===== src/rtl/multi_timer_pkg.sv =====
// Shared types and constants for the multi-channel timer.
//   chan_state_t : per-channel FSM state (IDLE, RUN, DONE)
//   ONESHOT / PERIODIC : values of a channel's mode bit
package multi_timer_pkg;

  typedef enum logic [1:0] {
    IDLE = 2'd0,
    RUN  = 2'd1,
    DONE = 2'd2
  } chan_state_t;

  localparam logic ONESHOT  = 1'b0;
  localparam logic PERIODIC = 1'b1;

endpackage


===== src/rtl/timer_channel.sv =====
// One timer channel: reload register, down-counter and control FSM.
// Ports:
//   clk_i, rst_i   : clock, synchronous active-high reset
//   step_i         : shared prescaler step (one cycle wide)
//   load_i, d_i    : load strobe and reload value
//   en_i, mode_i   : count enable, mode (ONESHOT/PERIODIC)
//   tick_o         : one-cycle expiry pulse (registered)
//   busy_o         : high while in RUN
//   q_o            : current count (registered)
//
// state | meaning
// IDLE  | after reset, waiting for a load
// RUN   | counting down on enabled steps
// DONE  | one-shot expired, count parked at 0, waiting for a load
module timer_channel
  import multi_timer_pkg::*;
#(
  parameter int WIDTH = 16
) (
  input  logic             clk_i,
  input  logic             rst_i,
  input  logic             step_i,
  input  logic             load_i,
  input  logic [WIDTH-1:0] d_i,
  input  logic             en_i,
  input  logic             mode_i,
  output logic             tick_o,
  output logic             busy_o,
  output logic [WIDTH-1:0] q_o
);

  chan_state_t      state_q, state_d;
  logic [WIDTH-1:0] cnt_q, cnt_d;
  logic [WIDTH-1:0] reload_q, reload_d;
  logic             tick_q, tick_d;

  always_ff @(posedge clk_i) begin
    if (rst_i) begin
      state_q  <= IDLE;
      cnt_q    <= '0;
      reload_q <= '0;
      tick_q   <= 1'b0;
    end else begin
      state_q  <= state_d;
      cnt_q    <= cnt_d;
      reload_q <= reload_d;
      tick_q   <= tick_d;
    end
  end

  always_comb begin
    state_d  = state_q;
    cnt_d    = cnt_q;
    reload_d = reload_q;
    tick_d   = 1'b0;
    // A load wins over a coincident step, so an expiry in the same cycle is dropped.
    if (load_i) begin
      reload_d = d_i;
      cnt_d    = d_i;
      state_d  = RUN;
    end else if (state_q == RUN && en_i && step_i) begin
      if (cnt_q != '0) begin
        cnt_d = cnt_q - WIDTH'(1);
      end else begin
        tick_d = 1'b1;
        if (mode_i == PERIODIC) begin
          cnt_d = reload_q;
        end else begin
          state_d = DONE;
        end
      end
    end
  end

  assign tick_o = tick_q;
  assign busy_o = (state_q == RUN);
  assign q_o    = cnt_q;

endmodule


===== src/rtl/multi_timer.sv =====
// Multi-channel programmable timer with a shared prescaler.
// Ports:
//   clk_i, rst_i : clock, synchronous active-high reset
//   presc_i      : prescaler terminal value (step every presc_i+1 cycles)
//   load_i       : per-channel load strobe
//   d_i          : per-channel reload value, channel c at [c*WIDTH +: WIDTH]
//   en_i         : per-channel count enable
//   mode_i       : per-channel mode, 0 one-shot / 1 periodic
//   tick_o       : per-channel one-cycle expiry pulse
//   busy_o       : per-channel RUN flag
//   q_o          : per-channel current count, packed like d_i
module multi_timer
  import multi_timer_pkg::*;
#(
  parameter int WIDTH    = 16,
  parameter int CHANNELS = 4,
  parameter int PRESC_W  = 8
) (
  input  logic                      clk_i,
  input  logic                      rst_i,
  input  logic [PRESC_W-1:0]        presc_i,
  input  logic [CHANNELS-1:0]       load_i,
  input  logic [CHANNELS*WIDTH-1:0] d_i,
  input  logic [CHANNELS-1:0]       en_i,
  input  logic [CHANNELS-1:0]       mode_i,
  output logic [CHANNELS-1:0]       tick_o,
  output logic [CHANNELS-1:0]       busy_o,
  output logic [CHANNELS*WIDTH-1:0] q_o
);

  logic [PRESC_W-1:0] presc_q;
  logic               step;

  assign step = (presc_q == presc_i);

  // If presc_i drops below the running count, the increment simply wraps
  // through the all-ones value back to 0 and the compare catches up then.
  always_ff @(posedge clk_i) begin
    if (rst_i) begin
      presc_q <= '0;
    end else if (step) begin
      presc_q <= '0;
    end else begin
      presc_q <= presc_q + PRESC_W'(1);
    end
  end

  for (genvar c = 0; c < CHANNELS; c++) begin : g_chan
    timer_channel #(
      .WIDTH (WIDTH)
    ) u_chan (
      .clk_i  (clk_i),
      .rst_i  (rst_i),
      .step_i (step),
      .load_i (load_i[c]),
      .d_i    (d_i[c*WIDTH +: WIDTH]),
      .en_i   (en_i[c]),
      .mode_i (mode_i[c]),
      .tick_o (tick_o[c]),
      .busy_o (busy_o[c]),
      .q_o    (q_o[c*WIDTH +: WIDTH])
    );
  end

endmodule

===== config.mk =====
export PLATFORM = sky130hd
export DESIGN_NAME = multi_timer
export DESIGN_NICKNAME = d
export VERILOG_FILES = /design/src/rtl/multi_timer_pkg.sv /design/src/rtl/timer_channel.sv /design/src/rtl/multi_timer.sv
export SDC_FILE = /design/constraint.sdc
export NUM_CORES = 1
export LEC_CHECK = 0
export ABC_AREA = 1
export CAP_MARGIN = 30
export CORE_MARGIN = 2
export CORE_UTILIZATION = 58
export CTS_CLUSTER_SIZE = 30
export DETAILED_ROUTE_END_ITERATION = 10
export GPL_TIMING_DRIVEN = 1
export PLACE_DENSITY = 0.84
export RECOVER_POWER = 50
export SETUP_SLACK_MARGIN = 0.4
export SYNTH_ARGS = -nofsm -noshare
export SYNTH_HDL_FRONTEND = slang
export SYNTH_SLANG_ARGS = --single-unit

===== constraint.sdc =====
create_clock -name clk_i -period 4.8 [get_ports clk_i]
set_input_delay 0.96 -clock clk_i [delete_from_list [all_inputs] [get_ports clk_i]]
set_output_delay 0.96 -clock clk_i [all_outputs]
set_load 0.02 [all_outputs]

==> results.md, run 1 <==
- Synth area leaders: dfxtp_1, nand2_1, nor2_1, nand3_1, inv_1
- CTS Buffer Depth: 2
- Drt pass-1 iters: 6
- Setup WS pre-CTS: 1330 ps
- Syn avg cell area: about 5.9 um^2
- Status: finished with violations
- Remaining global-route overflow: 0
- Area share of the largest cell type after synthesis: between 30% and 40%
- WL final: 25300 um
- Die width: 128 um
- Mean routed wirelength per cell: 13.9 um
- Worst path required time: 5140 ps
- I/O pin cnt: 158
- Final Hold Violating Endpoints: 0
- DR vias: 9885
- F_max: 271 MHz
- Clk_skew: 8.22 ps
- GRT met1 Usage: 40.4%
- PortBufs: 157
- Number of enable flip-flop cells after synthesis: 0
- Static leakage: approximately 0.0055 uW
- # setup viols final: 0
- Area grow syn2layout: 24.7%
- Fraction of registers with async set/reset: 0%
- Crit path max fanout: 30
- Crit. End Element: flop
- HP Class: reg -> reg
- Worst Path Arrival: 4030 ps
- Area of the mapped netlist: 0.00891 mm^2
- Gr usage total: 30.9%
- Drt initial violations: 788
- Die Area: 0.0164 mm^2
- CP Launch Type: primary input
- Initial antenna violation count: 0
- Rows: 45
- GRT met2 Usage: 51.8%
- Synthesized Nets: 1593
- Number of hold buffers added after CTS: 0
- Largest net degree at the start of global routing: 67
- Post-Syn Instances: 1498
- Ratio of cells with drive above 1 in the final layout: 4.40%
- Most used DFF post-synth: dfxtp_1
- Relative slew slack: -5.14%
- Post-DP HPWL: approximately 17000 um
- CTS Buf Count: 17
- Final Power: slightly below 4000 uW
- Worst skew pair latency: roughly 430 ps
- Synth unique cells: 31
- Max cap viols: 1
- ANT cells: 0
- Min Clock Period, post-route: 3690 ps
- #FFs+latches synth: approximately 150
- RD Place Congestion: between 0.9 and 1
- CTS tree: yes
- Busiest grt layer: met2
- Cells resized by post-CTS repair: 0
- Nets@finish: approximately 1700
- H-tree levels: 4
- Antenna-violating nets left: 0
- Setup bufs post-CTS: 0
- Die H: 128 um
- Max VDD drop: 0.000284 V
- Cell taking the most area after synthesis: dfxtp_1
- DR DRC count: 0
- CTS sink count: 148
- GRT met3 Usage: 5.80%
- Critical path class: in -> reg
- Least-Margin Pin Slew: 1580 ps
- Setup TNS: 0 ps
- Most frequent cell after synthesis: nand2_1
- Via/cell ratio: 5.42
- Post-route setup slack: 1110 ps
- Unrepaired setup endpoints after global routing: false
- Seq/Total Area, Yosys: 33.3%
- Starting density of the core: 59.0%
- Vias in the first global route: 8920
- Pwr dens: roughly 350 mW/mm^2
- Reg clk slew, reported paths: 60 ps
- Most frequent cells after synthesis: nand2_1, nor2_1, inv_1
- Root Buffer Master: clkbuf_16
- CORE AREA: 0.0151 mm^2
- Failing checks: max-capacitance violations, max-slew violations
- Period utilisation layout: 76.9%
- Fillers: 1298
- YS warnings: 0
- First-pass GRT wire length: ~42000 um
- Final Max Tran Viols: 67
final cells by class:
cell class / count / area, um^2 / share of cell area [%]
Multi-Input combinational cell: 1121 / 4980 / 44.8
Tap cell: 188 / 235 / 2.12
Timing Repair Buffer: 166 / 1610 / 14.5
Clock buffer: 20 / 457 / 4.11
Clock inverter: 10 / 228 / 2.05
Inverter: 170 / 638 / 5.75
Sequential cell: 148 / 2960 / 26.7
logic make-up (layout without fill, tap and decap cells):
| kind of cell | count (synthesis) | in the layout | synth area share, % |
|---|---|---|---|
| AO/OA/AOI/OAI | 135 | 135 | 8.25 |
| buffers and inverters | 229 | 366 | 10.8 |
| XOR/XNOR | 4 | 4 | 0.393 |
| AND/OR/NAND/NOR | 973 | 973 | 46.0 |
| adder cells (fa/ha/maj) | 9 | 9 | 1.26 |
| flip-flops | 148 | 148 | 33.3 |
through the flow:
stage / std cells / area [um^2] / hold WS, ps / utilization, %
6_report: 1823 / 11100 / 454 / 73.6
3_5_place_dp: 1793 / 10400 / 449 / 69.2
4_1_cts: 1823 / 11100 / 457 / 73.8
2_1_floorplan: 1498 / 8910 / 426 / -
5_1_grt: 1823 / 11100 / 474 / 73.6
3_3_place_gp: 1793 / 10400 / 438 / 69.2
registers in the layout (all words and copies together), names as in the netlist:
name / count
g_chan.u_chan.tick_o: 4
g_chan.u_chan.reload_q: 64
g_chan.u_chan.q_o: 64
g_chan.u_chan.state_q: 8
presc_q: 8
final timing paths:
path                            endpoint  cells after the start                         from  slack, ps
max              g_chan[1].u_chan.tick_o                      6                    load_i[1]       1110
min          g_chan[2].u_chan.state_q[1]                      2  g_chan[2].u_chan.state_q[1]        450
max reg2reg      g_chan[3].u_chan.q_o[4]                     11                   presc_q[5]       2340
min reg2reg  g_chan[2].u_chan.state_q[1]                      2  g_chan[2].u_chan.state_q[1]        450
worst max-delay path: stages:
cell and delay (ps):
dlygate4sd3_1 530, clkbuf_1 450, inv_1 200, clkbuf_1 1010
nand2_1 540, nor3_1 320
where the power goes:
group	total (uW)	internal, uW	switching, uW
clock	1570	1050	522
sequential	1380	1310	75.6
combinational	906	348	557
placed cells by master (no fill, tap or decap), drive strengths merged, types with 2 or more instances in the layout:
master | Yosys | layout
dlygate4sd3 | 0 | 53
o211ai | 5 | 5
nor2 | 247 | 247
bufinv | 0 | 7
dfxtp | 148 | 148
and3 | 3 | 3
nor4 | 2 | 2
nand3 | 168 | 168
nand3b | 5 | 5
or2 | 5 | 5
inv | 170 | 170
xor2 | 3 | 3
nor3 | 10 | 10
clkdlybuf4s50 | 0 | 103
ha | 9 | 9
o21ai | 54 | 54
nand4 | 13 | 13
buf | 38 | 2
nand2 | 520 | 520
o22ai | 36 | 36
clkbuf | 21 | 28
clkinv | 0 | 2
a21oi | 39 | 39
routing by layer:
metal  up-vias  wire length [um]
met2       435             11800
li1       4961                 -
met4         0               575
met3        59              1850
met1      4430             11100
met5         -                 0
(Power assumes the default switching activity.)
==> run 2, diff against run 1 <==
CORE_UTILIZATION = 54   (was 58)
PLACE_DENSITY = 0.79   (was 0.84)
clock period = 3.7 ns   (was 4.8 ns; I/O delays follow)
==> run 2 against run 1 <==
The flow now finishes without violations. Sequential power rose by 30%. Total power is 29% higher. Highest routed layer unchanged. Setup slack got worse by 230 ps.
==> results.md, run 2 (same netlist as run 1, synthesis figures left out) <==
- Remaining global-route overflow: 0 (unchanged)
- WP buf/inv: 3 (was 4)
- Rows: 46 (was 45)
- Crit-path cells: dlygate4sd3_1 > clkbuf_1 > inv_1 > nand2_1 > o21ai_0 > nand2_1 > nand2_1 > nor2_1 > nor2_1 (was dlygate4sd3_1 > clkbuf_1 > inv_1 > clkbuf_1 > nand2_1 > nor3_1)
- DR vias: 9802 (was 9885)
- Initial antenna violation count: 0 (unchanged)
- HP Class: reg -> reg (unchanged)
- Status: completed (was finished with violations)
- Drt initial violations: 884 (was 788)
- Cells resized by post-CTS repair: 0 (unchanged)
- Worst skew pair latency: 430 ps (about the same)
- Crit. End Element: flop (unchanged)
- Worst path required time: 4030 ps (was 5140 ps)
- Mean routed wirelength per cell: 13.8 um (was 13.9 um)
- Max cap viols: 0 (was 1)
- Relative slew slack: 28.7% (was -5.14%)
- CTS tree: yes (unchanged)
- Unrepaired setup endpoints after global routing: false (unchanged)
- Setup TNS: 0 ps (unchanged)
- Period utilisation layout: ~76%
- ANT cells: 0 (unchanged)
- CTS Buf Count: 17 (unchanged)
- Most frequent cells in the layout: nand2_1, nor2_1, inv_1, nand3_1, dfxtp_1 (unchanged)
- Nets@finish: 1722 (was 1719)
- Clk_skew: 5.43 ps (was 8.22 ps)
- Setup bufs post-CTS: 0 (unchanged)
- I/O pin cnt: 158 (unchanged)
- Commonest non-fill, non-tap cell in the layout: nand2_1 (unchanged)
- Max VDD drop: 0.000376 V (was 0.000284 V)
- Ratio of cells with drive above 1 in the final layout: 4.76% (was 4.40%)
- CTS Buffer Depth: 2 (unchanged)
- Largest net degree at the start of global routing: 67 (unchanged)
- Static leakage: 0.00547 uW (was 0.00548 uW)
- Die H: 132 um (was 128 um)
- RD Place Congestion: 0.920 (was 0.946)
- Hold Slack: 454 ps (about the same)
- CTS sink count: 148 (unchanged)
- Gr usage total: 29.2% (was 30.9%)
- First-pass GRT wire length: 42500 um (was 41600 um)
- Most frequent CP cell: nand2_1 (was clkbuf_1)
- Delay-heaviest family, CP: buffers and inverters (unchanged)
- Die width: 132 um (was 128 um)
- Worst Path Arrival: 3150 ps (was 4030 ps)
- CP max-delay cell: clkbuf_1 (unchanged)
- PortBufs: 157 (unchanged)
- Min Clock Period, post-route: 2820 ps
- Final Hold Violating Endpoints: 0 (unchanged)
- DR DRC count: 0 (unchanged)
- H-tree levels: 4 (unchanged)
- CP Launch Type: primary input (unchanged)
- Crit path max fanout: 24 (was 30)
- Vias in the first global route: 8992 (was 8920)
- Antenna-violating nets left: 0 (unchanged)
- Final Max Tran Viols: 0 (was 67)
- Final Util: 69.8% (was 73.6%)
- Pwr dens: 447 mW/mm^2 (was 348 mW/mm^2)
- Post-DP HPWL: 17900 um (was 17200 um)
- Starting density of the core: 55.7% (was 59.0%)
- CORE AREA: 0.0160 mm^2 (was 0.0151 mm^2)
- F_max: ~350 MHz
- Least-Margin Pin Slew: 1070 ps (was 1580 ps)
- CP max stage delay: 790 ps (was 1010 ps)
- Die Area: 0.0175 mm^2 (was 0.0164 mm^2)
- Via/cell ratio: 5.28 (was 5.42)
- Reg clk slew, reported paths: 60 ps (about the same)
- Drt pass-1 iters: 5 (was 6)
- # setup viols final: 0 (unchanged)
- Number of hold buffers added after CTS: 0 (unchanged)
- WL final: 25700 um (was 25300 um)
- Critical path class: in -> reg (unchanged)
- Area grow syn2layout: 25.3% (was 24.7%)
- Root Buffer Master: clkbuf_16 (unchanged)
[run 2: per-layer routing]
| metal | GRT usage, % | part of all wire, % | up-vias |
|---|---|---|---|
| met5 | 0 | 0 | - |
| met4 | 9.98 | 2.2 | 0 |
| met3 | 5.98 | 6.5 | 58 |
| met2 | 49.4 | 48 | 379 |
| met1 | 36.9 | 43 | 4389 |
| li1 | - | - | 4976 |
[run 2: final timing paths]
path | slack (ps) | start | cells after the start | end
setup / recovery | 880 | load_i[1] | 9 | g_chan[1].u_chan.q_o[14]
hold / removal | 450 | g_chan[2].u_chan.state_q[1] | 2 | g_chan[2].u_chan.state_q[1]
setup reg to reg | 1300 | presc_q[5] | 11 | g_chan[3].u_chan.q_o[8]
hold reg to reg | 450 | g_chan[2].u_chan.state_q[1] | 2 | g_chan[2].u_chan.state_q[1]
[run 2: report_power, final]
part	total [uW]	internal, uW	switching, uW
clock network	2020	1300	716
registers	1800	1700	97.7
logic	1180	459	723
[run 2: cell type report]
| type | instances | area (um^2) |
|---|---|---|
| Multi-Input combinational cell | 1121 | 4970 |
| Clock inverter | 13 | 229 |
| Sequential cell | 148 | 2960 |
| Tap cell | 216 | 270 |
| Timing Repair Buffer | 169 | 1640 |
| Inverter | 170 | 638 |
| Clock buffer | 19 | 453 |
| Fill cell | 1502 | 4840 |
[run 2: worst reg2reg max path: stages (launching register included)]
cell     delay [ps]
dfxtp_1         420
inv_2            90
nand2_1          70
nand2_1          40
nor2_1           90
nand2_1          70
nor2_1          610
nand2_1         160
nand2_1          90
nand2_1         350
nor2_1          230
nor2_1           70
[run 2: stage by stage]
stage	cell area [um^2]	cells	power (uW)	setup slack [ps]
after floorplan	8910	1498	2600	1820
after global placement	10500	1824	2980	802
after detailed placement	10500	1824	3000	724
after CTS	11200	1856	5010	1160
after global routing	11200	1856	5230	630
final	11200	1856	4990	877
==> run 3, diff against run 2 <==
clock period = 2.7 ns   (was 3.7 ns; I/O delays follow)
==> run 3 against run 2 <==
Count of clock-buffer cells in the layout grew 3. Non-clock buffer count grew 9. Global-route usage grew 0.58 points. Core utilization shrank 0.46 points. Setup slack lost 400 ps. Via count is essentially flat. Highest routed layer unchanged. Sequential power grew 37%. Total power grew 26%. Routed wire length grew 0.77%. Final cell count grew 0.27%. Flip-flop and latch count is the same.
==> results.md, run 3 (same netlist as run 1, synthesis figures left out) <==
- Area grow syn2layout: 24.5% (was 25.3%)
- H-tree levels: 4 (unchanged)
- Commonest non-fill, non-tap cell in the layout: nand2_1 (unchanged)
- Relative slew slack: 14.0% (was 28.7%)
- Nets@finish: 1731 (was 1722)
- PortBufs: 157 (unchanged)
- Via/cell ratio: 5.27 (was 5.28)
- Worst Hold Path Cells: 2 (unchanged)
- CTS tree: yes (unchanged)
- Mean routed wirelength per cell: 13.9 um (was 13.8 um)
- Gr usage total: 29.7% (was 29.2%)
- Hold Slack: 455 ps (was 454 ps)
- Root Buffer Master: clkbuf_16 (unchanged)
- Number of hold buffers added after CTS: 0 (unchanged)
- Rows: 46 (unchanged)
- Final Power: 6310 uW (was 4990 uW)
- Die Area: 0.0175 mm^2 (unchanged)
- Initial antenna violation count: 0 (unchanged)
- Least-Margin Pin Slew: 1290 ps (was 1070 ps)
- Most frequent cells in the layout: nand2_1, nor2_1, inv_1, nand3_1, dfxtp_1 (unchanged)
- Final Hold Violating Endpoints: 0 (unchanged)
- CTS sink count: 148 (unchanged)
- CORE AREA: 0.0160 mm^2 (unchanged)
- Final Util: 69.3% (was 69.8%)
- Clk_skew: 13.6 ps (was 5.43 ps)
- Status: completed (unchanged)
- # setup viols final: 0 (unchanged)
- I/O pin cnt: 158 (unchanged)
- CP Launch Type: flop (was primary input)
- Remaining global-route overflow: 0 (unchanged)
- Drt initial violations: 806 (was 884)
- WL final: 25900 um (was 25700 um)
- Pwr dens: 569 mW/mm^2 (was 447 mW/mm^2)
- Final Max Tran Viols: 0 (unchanged)
- DR DRC count: 0 (unchanged)
- First-pass GRT wire length: 43400 um (was 42500 um)
- Min Clock Period, post-route: 2220 ps
- Antenna-violating nets left: 0 (unchanged)
- Drt pass-1 iters: 6 (was 5)
- Largest net degree at the start of global routing: 56 (was 67)
- Period utilisation layout: 82.2%
- Static leakage: 0.00542 uW (was 0.00547 uW)
- F_max: 451 MHz
- Post-DP HPWL: 18600 um (was 17900 um)
- Worst Path Arrival: 1680 ps (was 3150 ps)
- Critical path class: reg -> out (was in -> reg)
- CTS Buf Count: 17 (unchanged)
- HP Class: reg -> reg (unchanged)
- ANT cells: 0 (unchanged)
- Unrepaired setup endpoints after global routing: false (unchanged)
- Ratio of cells with drive above 1 in the final layout: 4.92% (was 4.76%)
- CTS Buffer Depth: 2 (unchanged)
- Vias in the first global route: 9056 (was 8992)
- Crit path max fanout: 2 (was 24)
- Max VDD drop: 0.000488 V (was 0.000376 V)
- RD Place Congestion: 0.903 (was 0.920)
- Reg clk slew, reported paths: 60 ps (about the same)
- Max cap viols: 0 (unchanged)
- Die H: 132 um (unchanged)
- DR vias: 9804 (was 9802)
- Die width: 132 um (unchanged)
- Setup TNS: 0 ps (unchanged)
- Worst skew pair latency: 430 ps (about the same)
- Worst path required time: 2160 ps (was 4030 ps)
- Crit. End Element: output pin (was flop)
- Starting density of the core: 55.7% (unchanged)
- Cells on worst reg2reg path: 11 (unchanged)
run 3: cell types whose count changed in the layout (fill, tap and decap cells not counted), sizes merged:
cell           before  now
dlygate4sd3        38   27
buf                 8   17
bufinv              6    1
clkbuf             24   27
clkinv              6    4
clkdlybuf4s50     118  129
run 3: timing repair:
item | 4_1_cts | 5_1_grt
endpoints found under the setup margin | 0 | 18
setup buffers | 0 | 0
hold endpoints to repair | 0 | 0
resized for setup | 0 | 3
run 3: routing by layer:
layer,track usage [%],wire length (um),part of all wire [%]
met2,50.2,12300,47
met3,5.33,1490,5.7
met1,38.9,11600,45
met5,0,0,0
met4,8.72,554,2.1
run 3: cell type report:
| cell class | count | area [um^2] |
|---|---|---|
| clock buffer | 22 | 464 |
| clock inverter | 6 | 57.6 |
| fill | 1530 | 4910 |
| inverter | 170 | 638 |
| multi-input combinational | 1121 | 4980 |
| sequential | 148 | 2960 |
| tap | 216 | 270 |
| timing repair buffer | 178 | 1720 |
run 3: worst paths after layout:
| check | slack [ps] | from | endpoint |
|---|---|---|---|
| worst min register to register | 460 | g_chan[2].u_chan.state_q[1] | g_chan[2].u_chan.state_q[1] |
| worst min-delay path | 460 | g_chan[2].u_chan.state_q[1] | g_chan[2].u_chan.state_q[1] |
| worst max-delay path | 480 | g_chan[2].u_chan.state_q[0] | busy_o[2] |
| worst max register to register | 640 | g_chan[0].u_chan.q_o[0] | g_chan[0].u_chan.q_o[12] |
run 3: critical path: stages, from the launching register on:
cell and delay (ps):
dfxtp_1 340, inv_1 50, nor2_1 210, clkdlybuf4s50_1 660
run 3: per-stage QoR:
stage	cell area, um^2	worst slack (ps)	cells
3_5_place_dp	10600	275	1833
5_1_grt	11100	289	1861
4_1_cts	11100	470	1861
3_3_place_gp	10600	318	1833
2_1_floorplan	8910	987	1498
6_report	11100	481	1861
run 3: report_power, final:
part / switching, uW / internal, uW / total (uW) / leakage (uW)
combinational: 994 / 648 / 1640 / 0.00394
clock: 918 / 1290 / 2210 / 0.000257
sequential: 136 / 2330 / 2460 / 0.00122
